===== config.mk =====
export PLATFORM = sky130hd
export DESIGN_NAME = keypad_display_ctrl
export DESIGN_NICKNAME = d
export VERILOG_FILES = /design/src/rtl/keypad_pkg.sv /design/src/rtl/keypad_display_ctrl_seg7_mux.sv /design/src/rtl/keypad_display_ctrl.sv
export SDC_FILE = /design/constraint.sdc
export NUM_CORES = 1
export LEC_CHECK = 0
export CORE_MARGIN = 10
export CORE_UTILIZATION = 60
export CTS_BUF_LIST = sky130_fd_sc_hd__clkbuf_16
export CTS_CLUSTER_SIZE = 10
export DETAILED_ROUTE_END_ITERATION = 16
export PLACE_DENSITY = 0.84
export REMOVE_ABC_BUFFERS = 1
export SLEW_MARGIN = 20
export SYNTH_ARGS = -nofsm -noshare
export SYNTH_HDL_FRONTEND = slang
export SYNTH_SLANG_ARGS = --single-unit

===== constraint.sdc =====
create_clock -name CLK -period 8.15 [get_ports CLK]
set_input_delay 1.63 -clock CLK [delete_from_list [all_inputs] [get_ports CLK]]
set_output_delay 1.63 -clock CLK [all_outputs]
set_load 0.01 [all_outputs]

===== src/rtl/keypad_pkg.sv =====
// Purpose: shared types, command codes and hex-to-7-segment decode for the keypad/display controller.
// Latency: n/a (types and a pure combinational function).
// Backpressure: n/a.
package keypad_pkg;

    typedef logic [3:0] key_code_t;

    localparam key_code_t KEY_CLR  = 4'hC;
    localparam key_code_t KEY_BKSP = 4'hD;

    typedef enum logic [1:0] {
        RELEASED  = 2'd0,
        CANDIDATE = 2'd1,
        PRESSED   = 2'd2
    } deb_state_t;

    // Active-low segments ordered {g,f,e,d,c,b,a}
    function automatic logic [6:0] seg7_hex(input logic [3:0] nib);
        logic [6:0] seg;
        case (nib)
            4'h0:    seg = 7'h40;
            4'h1:    seg = 7'h79;
            4'h2:    seg = 7'h24;
            4'h3:    seg = 7'h30;
            4'h4:    seg = 7'h19;
            4'h5:    seg = 7'h12;
            4'h6:    seg = 7'h02;
            4'h7:    seg = 7'h78;
            4'h8:    seg = 7'h00;
            4'h9:    seg = 7'h10;
            4'hA:    seg = 7'h08;
            4'hB:    seg = 7'h03;
            4'hC:    seg = 7'h46;
            4'hD:    seg = 7'h21;
            4'hE:    seg = 7'h06;
            default: seg = 7'h0E;
        endcase
        return seg;
    endfunction

endpackage


===== src/rtl/keypad_display_ctrl_seg7_mux.sv =====
// Purpose: time-multiplexes DIGITS hex nibbles onto one common 7-segment display.
// Latency: a new digit/segment pair is presented every REFRESH_DIV cycles, both registered on the same edge.
// Backpressure: none; free-running, samples value at each refresh tick.
module seg7_mux
    import keypad_pkg::*;
#(
    parameter int DIGITS      = 4,
    parameter int REFRESH_DIV = 25000
) (
    input  logic                  CLK,
    input  logic                  RST_N,
    input  logic [4*DIGITS-1:0]   value,
    output logic [7:0]            display8,
    output logic [DIGITS-1:0]     bitchoose
);

    localparam int RW = $clog2(REFRESH_DIV + 1);
    localparam int DW = $clog2(DIGITS);

    logic [RW-1:0] refresh_cnt;
    logic [DW-1:0] digit_idx;
    logic          tick;

    assign tick = (refresh_cnt == RW'(REFRESH_DIV - 1));

    // Refresh divider; on each tick present the current digit and advance to the next
    always_ff @(posedge CLK or negedge RST_N) begin
        if (!RST_N) begin
            refresh_cnt <= '0;
            digit_idx   <= '0;
            display8    <= 8'hFF;
            bitchoose   <= '1;
        end else begin
            if (tick) begin
                refresh_cnt <= '0;
                // Select and segments load together so no digit shows a neighbour's pattern
                bitchoose   <= ~(DIGITS'(1) << digit_idx);
                display8    <= {1'b1, seg7_hex(value[4*digit_idx +: 4])};
                digit_idx   <= (digit_idx == DW'(DIGITS - 1)) ? '0 : digit_idx + 1'b1;
            end else begin
                refresh_cnt <= refresh_cnt + 1'b1;
            end
        end
    end

endmodule


===== src/rtl/keypad_display_ctrl.sv =====
// Purpose: 4x4 keypad scan, whole-frame debounce, hex entry shift register and muxed 7-seg display.
// Latency: keyValid DEBOUNCE_N frames (+2 sync cycles, up to +1 frame) after rows settle; one-cycle pulse.
// Backpressure: none; accepted keys are applied immediately. Build option KEYPAD_CMD_EN makes C=clear, D=backspace.
module keypad_display_ctrl
    import keypad_pkg::*;
#(
    parameter int DIGITS      = 4,
    parameter int SCAN_DIV    = 50000,
    parameter int DEBOUNCE_N  = 4,
    parameter int REFRESH_DIV = 25000
) (
    input  logic                  CLK,
    input  logic                  RST_N,
    input  logic [3:0]            keyRows,
    output logic [3:0]            keyCols,
    output logic                  keyValid,
    output logic [3:0]            keyCode,
    output logic [4*DIGITS-1:0]   value,
    output logic [7:0]            display8,
    output logic [DIGITS-1:0]     bitchoose
);

    localparam int SW = $clog2(SCAN_DIV);
    localparam int CW = $clog2(DEBOUNCE_N + 1);

    logic [3:0]    rows_meta;
    logic [3:0]    rows_sync;
    logic [SW-1:0] scan_cnt;
    logic [1:0]    col_idx;
    logic          step_end;
    logic          frame_end;
    logic          col_hit;
    key_code_t     col_code;
    logic          acc_hit;
    key_code_t     acc_code;
    logic          frame_hit;
    key_code_t     frame_code;
    deb_state_t    deb_state;
    logic [CW-1:0] deb_cnt;
    key_code_t     cand_code;

    // Apply an accepted key to the entry register
    function automatic logic [4*DIGITS-1:0] next_value(input logic [4*DIGITS-1:0] cur,
                                                       input key_code_t k);
`ifdef KEYPAD_CMD_EN
        if (k == KEY_CLR)  return '0;
        if (k == KEY_BKSP) return {4'h0, cur[4*DIGITS-1:4]};
`endif
        return {cur[4*DIGITS-5:0], k};
    endfunction

    assign step_end  = (scan_cnt == SW'(SCAN_DIV - 1));
    assign frame_end = step_end && (col_idx == 2'd3);
    assign keyCols   = ~(4'b0001 << col_idx);

    // Two-flop synchroniser for the asynchronous row inputs (idle = pulled-up high)
    always_ff @(posedge CLK or negedge RST_N) begin
        if (!RST_N) begin
            rows_meta <= 4'hF;
            rows_sync <= 4'hF;
        end else begin
            rows_meta <= keyRows;
            rows_sync <= rows_meta;
        end
    end

    // Column step divider and column index
    always_ff @(posedge CLK or negedge RST_N) begin
        if (!RST_N) begin
            scan_cnt <= '0;
            col_idx  <= 2'd0;
        end else if (step_end) begin
            scan_cnt <= '0;
            col_idx  <= col_idx + 2'd1;
        end else begin
            scan_cnt <= scan_cnt + 1'b1;
        end
    end

    // Lowest-numbered low row in the column currently driven
    always_comb begin
        col_hit  = 1'b0;
        col_code = 4'h0;
        for (int r = 3; r >= 0; r--) begin
            if (!rows_sync[r]) begin
                col_hit  = 1'b1;
                col_code = {r[1:0], col_idx};
            end
        end
    end

    // Earlier columns win; the last column's sample is folded in combinationally at frame end
    assign frame_hit  = acc_hit | col_hit;
    assign frame_code = acc_hit ? acc_code : col_code;

    // Per-frame accumulator holding the first key seen in scan order
    always_ff @(posedge CLK or negedge RST_N) begin
        if (!RST_N) begin
            acc_hit  <= 1'b0;
            acc_code <= 4'h0;
        end else if (frame_end) begin
            acc_hit  <= 1'b0;
            acc_code <= 4'h0;
        end else if (step_end && col_hit && !acc_hit) begin
            acc_hit  <= 1'b1;
            acc_code <= col_code;
        end
    end

    // Frame-rate debounce FSM with registered accept pulse, code and value
    always_ff @(posedge CLK or negedge RST_N) begin
        if (!RST_N) begin
            deb_state <= RELEASED;
            deb_cnt   <= '0;
            cand_code <= 4'h0;
            keyValid  <= 1'b0;
            keyCode   <= 4'h0;
            value     <= '0;
        end else begin
            keyValid <= 1'b0;
            if (frame_end) begin
                case (deb_state)
                    RELEASED: begin
                        if (frame_hit) begin
                            if (DEBOUNCE_N == 1) begin
                                deb_state <= PRESSED;
                                deb_cnt   <= '0;
                                keyValid  <= 1'b1;
                                keyCode   <= frame_code;
                                value     <= next_value(value, frame_code);
                            end else begin
                                deb_state <= CANDIDATE;
                                deb_cnt   <= CW'(1);
                                cand_code <= frame_code;
                            end
                        end
                    end
                    CANDIDATE: begin
                        if (!frame_hit) begin
                            deb_state <= RELEASED;
                            deb_cnt   <= '0;
                        end else if (frame_code != cand_code) begin
                            cand_code <= frame_code;
                            deb_cnt   <= CW'(1);
                        end else if (deb_cnt == CW'(DEBOUNCE_N - 1)) begin
                            deb_state <= PRESSED;
                            deb_cnt   <= '0;
                            keyValid  <= 1'b1;
                            keyCode   <= frame_code;
                            value     <= next_value(value, frame_code);
                        end else begin
                            deb_cnt <= deb_cnt + 1'b1;
                        end
                    end
                    PRESSED: begin
                        // Any key (even a different one) keeps us held; only a clean release re-arms
                        if (frame_hit) begin
                            deb_cnt <= '0;
                        end else if (deb_cnt == CW'(DEBOUNCE_N - 1)) begin
                            deb_state <= RELEASED;
                            deb_cnt   <= '0;
                        end else begin
                            deb_cnt <= deb_cnt + 1'b1;
                        end
                    end
                    default: begin
                        deb_state <= RELEASED;
                        deb_cnt   <= '0;
                    end
                endcase
            end
        end
    end

    seg7_mux #(
        .DIGITS      (DIGITS),
        .REFRESH_DIV (REFRESH_DIV)
    ) u_seg7_mux (
        .CLK       (CLK),
        .RST_N     (RST_N),
        .value     (value),
        .display8  (display8),
        .bitchoose (bitchoose)
    );

endmodule


# [After elaboration in Yosys (flattened, before gate mapping)]
# Memory sizes are Yosys's and may differ from the RTL's. A register that Yosys moved wholly into a read port is not among the register bits.
# Cells that the tools add are included.
[totals] reg_bits=82 romBits=112 in_bits=6 out_inout_bits=37 elab_cells=93 mem_count=1
[memory_table] memory="(name not given)" words=16 word_bits=7 rd=1 rd_clocked_by_memory_dff=1 write_ports=0 line_no="keypad_pkg.sv:20" source="case (nib)"
[op_classes] add_sub_neg=5 eq_ne=15 shifts=3 n_mux=38 bitwise=4 reduce_logical=12
[op_table] cell="4-bit 2-to-1 mux" n=10
[op_table] cell="16-bit by 1-bit adder with 16-bit output (second input constant)" n=1
[op_table] cell="16-bit == test (second input constant)" n=1
[op_table] cell="16-bit 2-to-1 mux" n=1
[op_table] cell="16-bit by 5-bit indexed part select with 4-bit output" n=1
[op_table] cell="15-bit by 1-bit adder with 15-bit output (second input constant)" n=1
[op_table] cell="15-bit == test (second input constant)" n=1
[op_table] cell="15-bit 2-to-1 mux" n=1
[op_table] cell="3-bit 2-to-1 mux" n=5
[op_table] cell="2-bit 2-to-1 mux" n=7
[op_table] cell="1-bit 2-to-1 mux" n=11
[op_table] cell="2-bit != test (second input constant)" n=5
[op_table] cell="5-bit AND reduction" n=2
[op_table] cell="3-bit case mux with 3 select lines" n=1
[op_table] cell="4-bit inverter" n=2
[op_table] cell="4-bit case mux with 2 select lines" n=1
[op_table] cell="1-bit by 2-bit left shift with 4-bit output (first input constant)" n=2
[op_table] cell="2-bit == test (second input constant)" n=3
[op_table] cell="3-bit != test (second input constant)" n=2
[op_table] cell="2-bit case mux with 3 select lines" n=1
[op_table] cell="6-bit AND reduction" n=1
[op_table] cell="2-bit by 1-bit adder with 2-bit output (second input constant)" n=2
[op_table] cell="4-bit != test" n=1
[op_table] cell="2-bit nonzero test" n=2
[op_table] cell="9 further kinds" n=12

# [Logic depth before layout (Yosys ltp)]
[logic_depth] depth_word=10 mapped_depth=8 depth_no_buf=7

# [Cells and area by module]
# A second synthesis with hierarchy kept.
[unflattened] cells_unflattened=386 hier_area_um2=4406.7
[by_module_without_submodules] module="keypad_display_ctrl" instances=1 cells_each=231 area_each_um2=2715.1 seq_area_each_um2=1436.4
[by_module_without_submodules] module="seg7_mux" instances=1 cells_each=155 area_each_um2=1691.6 seq_area_each_um2=714.4

# [Worst setup path after synthesis]
# No wires, ideal clock.
[synth_path] path_kind="register -> register" start="register scan_cnt[5]" end="register keyCode[0]" setup_ps=125 arrival_ps=2548 required_time_ps=8025 slack_ps=5477 stages_incl_launch_ff=7 n_path_buf=2 synth_period_minus_slack_ps=2673 cell_sequence="dfrtp_1 > or4b_4 > or4_4 > or4_4 > buf_6 > buf_12 > mux2_4"
[synth_between] elab_chain_cells=3
[synth_rtl] item="start: declaration" line_no="keypad_display_ctrl.sv:28" source="logic [SW-1:0] scan_cnt;"
[synth_rtl] item="start signal: assignment" line_no="keypad_display_ctrl.sv:76" source="scan_cnt <= scan_cnt + 1'b1;"
[synth_rtl] item="16-bit == test" line_no="keypad_display_ctrl.sv:52" source="assign step_end = (scan_cnt == SW'(SCAN_DIV - 1));"
[synth_rtl] item="1-bit logical AND" line_no="keypad_display_ctrl.sv:53" source="assign frame_end = step_end && (col_idx == 2'd3);"
[synth_rtl] item="5-bit AND reduction (no line)"
[synth_rtl] item="end signal: assignment" line_no="keypad_display_ctrl.sv:129" source="keyCode <= frame_code;"
[synth_rtl] item="end signal: assignment" line_no="keypad_display_ctrl.sv:149" source="keyCode <= frame_code;"
[synth_rtl] item="end: declaration" line_no="keypad_display_ctrl.sv:17" source="output logic [3:0] keyCode,"
# Every way passes these cells.
# A chain may end at the register's enable or synchronous reset.

# [Final worst setup path]
[layout_path] start="register col_idx[0]" end="output port keyCols[3]"
[layout_between] elab_chain_cells=2
[layout_rtl] item="start: declaration" line_no="keypad_display_ctrl.sv:29" source="logic [1:0] col_idx;"
[layout_rtl] item="start signal: assignment" line_no="keypad_display_ctrl.sv:74" source="col_idx <= col_idx + 2'd1;"
[layout_rtl] item="1-bit by 2-bit left shift with 4-bit output" line_no="keypad_display_ctrl.sv:54" source="assign keyCols = ~(4'b0001 << col_idx);"
[layout_rtl] item="4-bit inverter" line_no="keypad_display_ctrl.sv:54"
[layout_rtl] item="end: declaration" line_no="keypad_display_ctrl.sv:15" source="output logic [3:0] keyCols,"
# Every way passes these cells.

==> impl_metrics.py <==
metrics = {
    "route": {
        "vias": 2965,
        "drc_errors": 0,
        "ant_nets": 0,
        "met1_length_um": 3650,
        "drtIter0Drc": 146,
        "wl_met2_um": 3930,
        "finalWirelength_um": 8000,
        "firstDrtPassIters": 5,
        "topRoutingLayerUsed": "met4",
        "met3_length_um": 368,
        "wl_per_cell_um": 15.2,
        "vias_per_cell": 5.63,
    },
    "placement": {
        "placed_area_um2": 4670,
        "gp_congestion": 0.887,
        "port_buffers": 41,
        "dpl_worst_slack_ns": 5.15,
        "dp_cells": 511,
        "post-dp-hpwl_um": 5560,
    },
    "power": {
        "p_leak_nw": 2.23,
        "switching_share_pct": 19.0,
        "p_total_w": 0.000899,
        "power_frac_comb_pct": 1.7,
        "p_sw_w": 0.000171,
        "max-vdd-ir-drop_mv": 0.123,
        "pwr-share-clk_pct": 50.8,
        "p_int_w": 0.000728,
        "seqPwrFrac_pct": 47.5,
        "power.density_nw_per_um2": 179,
    },
    "synthesis": {
        "syn_inst": 390,
        "async_flop_share_pct": 100,
        "muxShareOfSynthArea_pct": 8.79,
        "seq_area_frac_synth_pct": 50.7,
        "synth_xor_area_share_pct": 5.98,
        "synthTopCellsByArea": "dfrtp_1 (39%), dfstp_2 (12%), ha_1 (5.0%)",
        "synth_area_um2": 4240,
        "syn_avg_cell_area_um2": 10.9,
        "synth_compound_area_share_pct": 9.14,
        "synth_top_family_by_area": "simple AND/OR/NAND/NOR gates",
        "synth_edf_count": 0,
        "ys.flop_type": "dfrtp_1",
        "ys_types": 51,
        "synth_top_area_cell": "dfrtp_1",
        "ys_warn_count": 0,
        "synth_fa_ha_area_share_pct": 5.01,
        "synth-seq-cells": 85,
        "yosys.area_share.simple_pct": 16.8,
        "synth_top_area_share_pct": 38.9,
    },
    "grt": {
        "track_usage_pct": 15.5,
        "antenna_found_initial": 0,
        "grt_pass1_wl_um": 14300,
        "grt_start_max_net_pins": 86,
        "grt_pass1_vias": 3061,
        "grt-ovfl-total": 0,
    },
    "sta": {
        "maxSlewViolCount": 0,
        "fin_tns_setup_ns": 0,
        "worst_pin_slew_ns": 0.938,
        "setup_slack_ns": 4.79,
        "max-slew-margin-rel_pct": 36.9,
        "period_needed_ns": 3.36,
        "fin_crit_sh_pct": 41.3,
        "rsz0062_at_grt": "false",
        "setup_violations": 0,
        "clock_skew_ns": 0.00617,
        "final-hold-violation-count": 0,
        "timing.fmax_mhz": 297,
    },
    "critical_path": {
        "reg2reg_slack_ns": 5.42,
        "worstSetupPathType": "reg -> out",
        "start_kind": "flip-flop",
        "r2r-start": "scan_cnt[11]$_DFF_PN0_",
        "path_buf_inv": 2,
        "r2r_cells": 5,
        "crit_family": "buffers and inverters",
        "critPathMaxStageDelay_ns": 0.55,
        "cp_max_fo": 6,
        "critical-path-slowest-cell": "clkdlybuf4s50_1",
        "reg2reg_to": "value[10]$_DFFE_PN0P_",
        "cp.depth": 3,
        "required_ns": 6.52,
        "arrival_ns": 1.73,
        "crit_chain": "ha_1, inv_1, clkdlybuf4s50_1",
        "cp-end-kind": "output port",
    },
    "clocking": {
        "ctsHoldBuffers": 0,
        "clkLatencyLatePin_ns": 0.33,
        "clockBufferDepth": 2,
        "htreeDepth": 3,
        "cts_sinks": 85,
        "clk_pin_slew_worst_paths_ns": 0.06,
        "cts_setup_buffers": 0,
        "cts_root_buf": "clkbuf_16",
        "cts_resized": 0,
        "cts_tree": "done",
        "numCtsBuffers": 9,
    },
    "die": {
        "start_util_pct": 62.1,
        "die-area_um2": 10800,
        "die_w_um": 104,
        "die_h_um": 104,
        "core_um2": 6830,
        "rows": 30,
        "ios": 43,
    },
    "worst_hold_path": {
        "hp-start": "rows_meta[0]$_DFF_PN1_",
        "hold_depth": 0,
        "hold_path_end": "rows_sync[0]$_DFF_PN1_",
        "hp-class": "reg -> reg",
    },
    "final_layout": {
        "antenna_cells": 0,
        "design_area_um2": 5010,
        "final_nets": 449,
        "syn_to_final_growth_pct": 18.1,
        "num-fill-cells": 455,
        "stdcell_count": 527,
        "drive_gt1_share_pct": 16.0,
    },
    "job": {
        "max-cap-violations": 0,
    },
    "outcome": {
        "status": "finished, final reports clean",
    },
}
[cells in the mapped netlist (all sizes together) (3+ instances only)]
library cell,instances
and3,6
or3,4
mux2,20
and2,5
xnor2,12
nor3,3
nor4b,3
xor2,17
and4,3
ha,17
clkbuf,9
nor2b,7
dfrtp,66
nor2,31
nand3,15
buf,7
nand2b,4
a22o,3
o21ai,27
dfstp,19
mux4,4
nand4,3
a21oi,10
o31ai,5
a31oi,3
inv,12
or2,4
nand2,47
[power groups by stage]
stage / sequential [W] / clock [W] / combinational (W)
6_report: 0.000427 / 0.000456 / 0.0000153
5_1_grt: 0.000427 / 0.000483 / 0.0000177
4_1_cts: 0.000427 / 0.000466 / 0.0000157
3_5_place_dp: 0.000435 / 0 / 0.0000158
3_3_place_gp: 0.000434 / 0 / 0.0000156
2_1_floorplan: 0.000434 / 0 / 0.00000427
[per-layer routing]
| layer | track usage (%) | vias to the layer above |
|---|---|---|
| li1 | - | 1424 |
| met1 | 19.2 | 1469 |
| met2 | 25.5 | 66 |
| met3 | 4.34 | 6 |
| met4 | 5.07 | 0 |
| met5 | 0 | - |
[cell type report]
| cell class | count | area (um^2) | share of cell area [%] |
|---|---|---|---|
| clock buffer | 9 | 225 | 4.49 |
| clock inverter | 7 | 115 | 2.30 |
| inverter | 12 | 45.0 | 0.898 |
| multi-input combinational | 277 | 1950 | 38.8 |
| sequential | 85 | 2150 | 42.9 |
| tap | 96 | 120 | 2.40 |
| timing repair buffer | 41 | 412 | 8.21 |
[cells by family after synthesis]
logic type / Yosys count
AND/OR/NAND/NOR: 142
flip-flops: 85
AO/OA/AOI/OAI: 62
XOR/XNOR: 29
buffers and inverters: 28
multiplexers: 26
adder cells (fa/ha/maj): 17
other: 1
[metrics by stage]
stage / hold slack, ns / util [%]
finish: 0.356 / 73.4
global route: 0.362 / 73.4
CTS: 0.357 / 73.3
detailed placement: 0.348 / 68.4
global placement: 0.346 / 68.4
floorplan: 0.345 / -
[flip-flops by register name (all words and copies together), names as in the netlist]
register and count:
value 13, acc_code 4, rows_sync 4, u_seg7_mux.digit_idx 2, rows_meta 4, u_seg7_mux.refresh_cnt 15
u_seg7_mux.bitchoose 4, cand_code 4, col_idx 2, keyValid 1, deb_state 2, deb_cnt 3
acc_hit 1, keyCode 3, u_seg7_mux.display8 7, scan_cnt 16
[worst max path at each step]
stage | startpoint | endpoint | slack, ns
finish | col_idx[0]$_DFFE_PN0N_ | keyCols[3] | 4.79
floorplan | scan_cnt[5]$_DFF_PN0_ | keyCode[2]$_DFFE_PN0P_ | 5.57
detailed placement | col_idx[0]$_DFFE_PN0N_ | keyCols[3] | 5.15
global placement | col_idx[0]$_DFFE_PN0N_ | keyCols[3] | 5.19
global route | col_idx[0]$_DFFE_PN0N_ | keyCols[3] | 4.71
CTS | col_idx[0]$_DFFE_PN0N_ | keyCols[3] | 4.78
[placed cells by master, fill, tap and decap left out, types with 2 or more instances in the layout]
| master | instances |
|---|---|
| nand2b_1 | 4 |
| or4_4 | 2 |
| bufinv_16 | 3 |
| o31ai_1 | 5 |
| or2_2 | 4 |
| dfstp_2 | 19 |
| xor2_1 | 17 |
| o21ai_0 | 27 |
| a211o_1 | 2 |
| nor2_1 | 31 |
| mux4_2 | 4 |
| a21oi_1 | 10 |
| mux2i_1 | 2 |
| ha_1 | 17 |
| clkdlybuf4s50_1 | 40 |
| mux2_4 | 10 |
| and3_1 | 6 |
| a31oi_1 | 3 |
| and2_1 | 5 |
| xnor2_1 | 12 |
| nand4_1 | 3 |
| nor2b_1 | 7 |
| a22o_1 | 3 |
| dfrtp_1 | 66 |
| clkbuf_16 | 9 |
| o21a_1 | 2 |
| and4_1 | 3 |
| or3_1 | 4 |
| nor4b_1 | 3 |
| nand2_1 | 47 |
| nor3_1 | 3 |
| nand3_1 | 15 |
| mux2_2 | 10 |
| inv_1 | 13 |
Power figures use the tool's default switching activity.
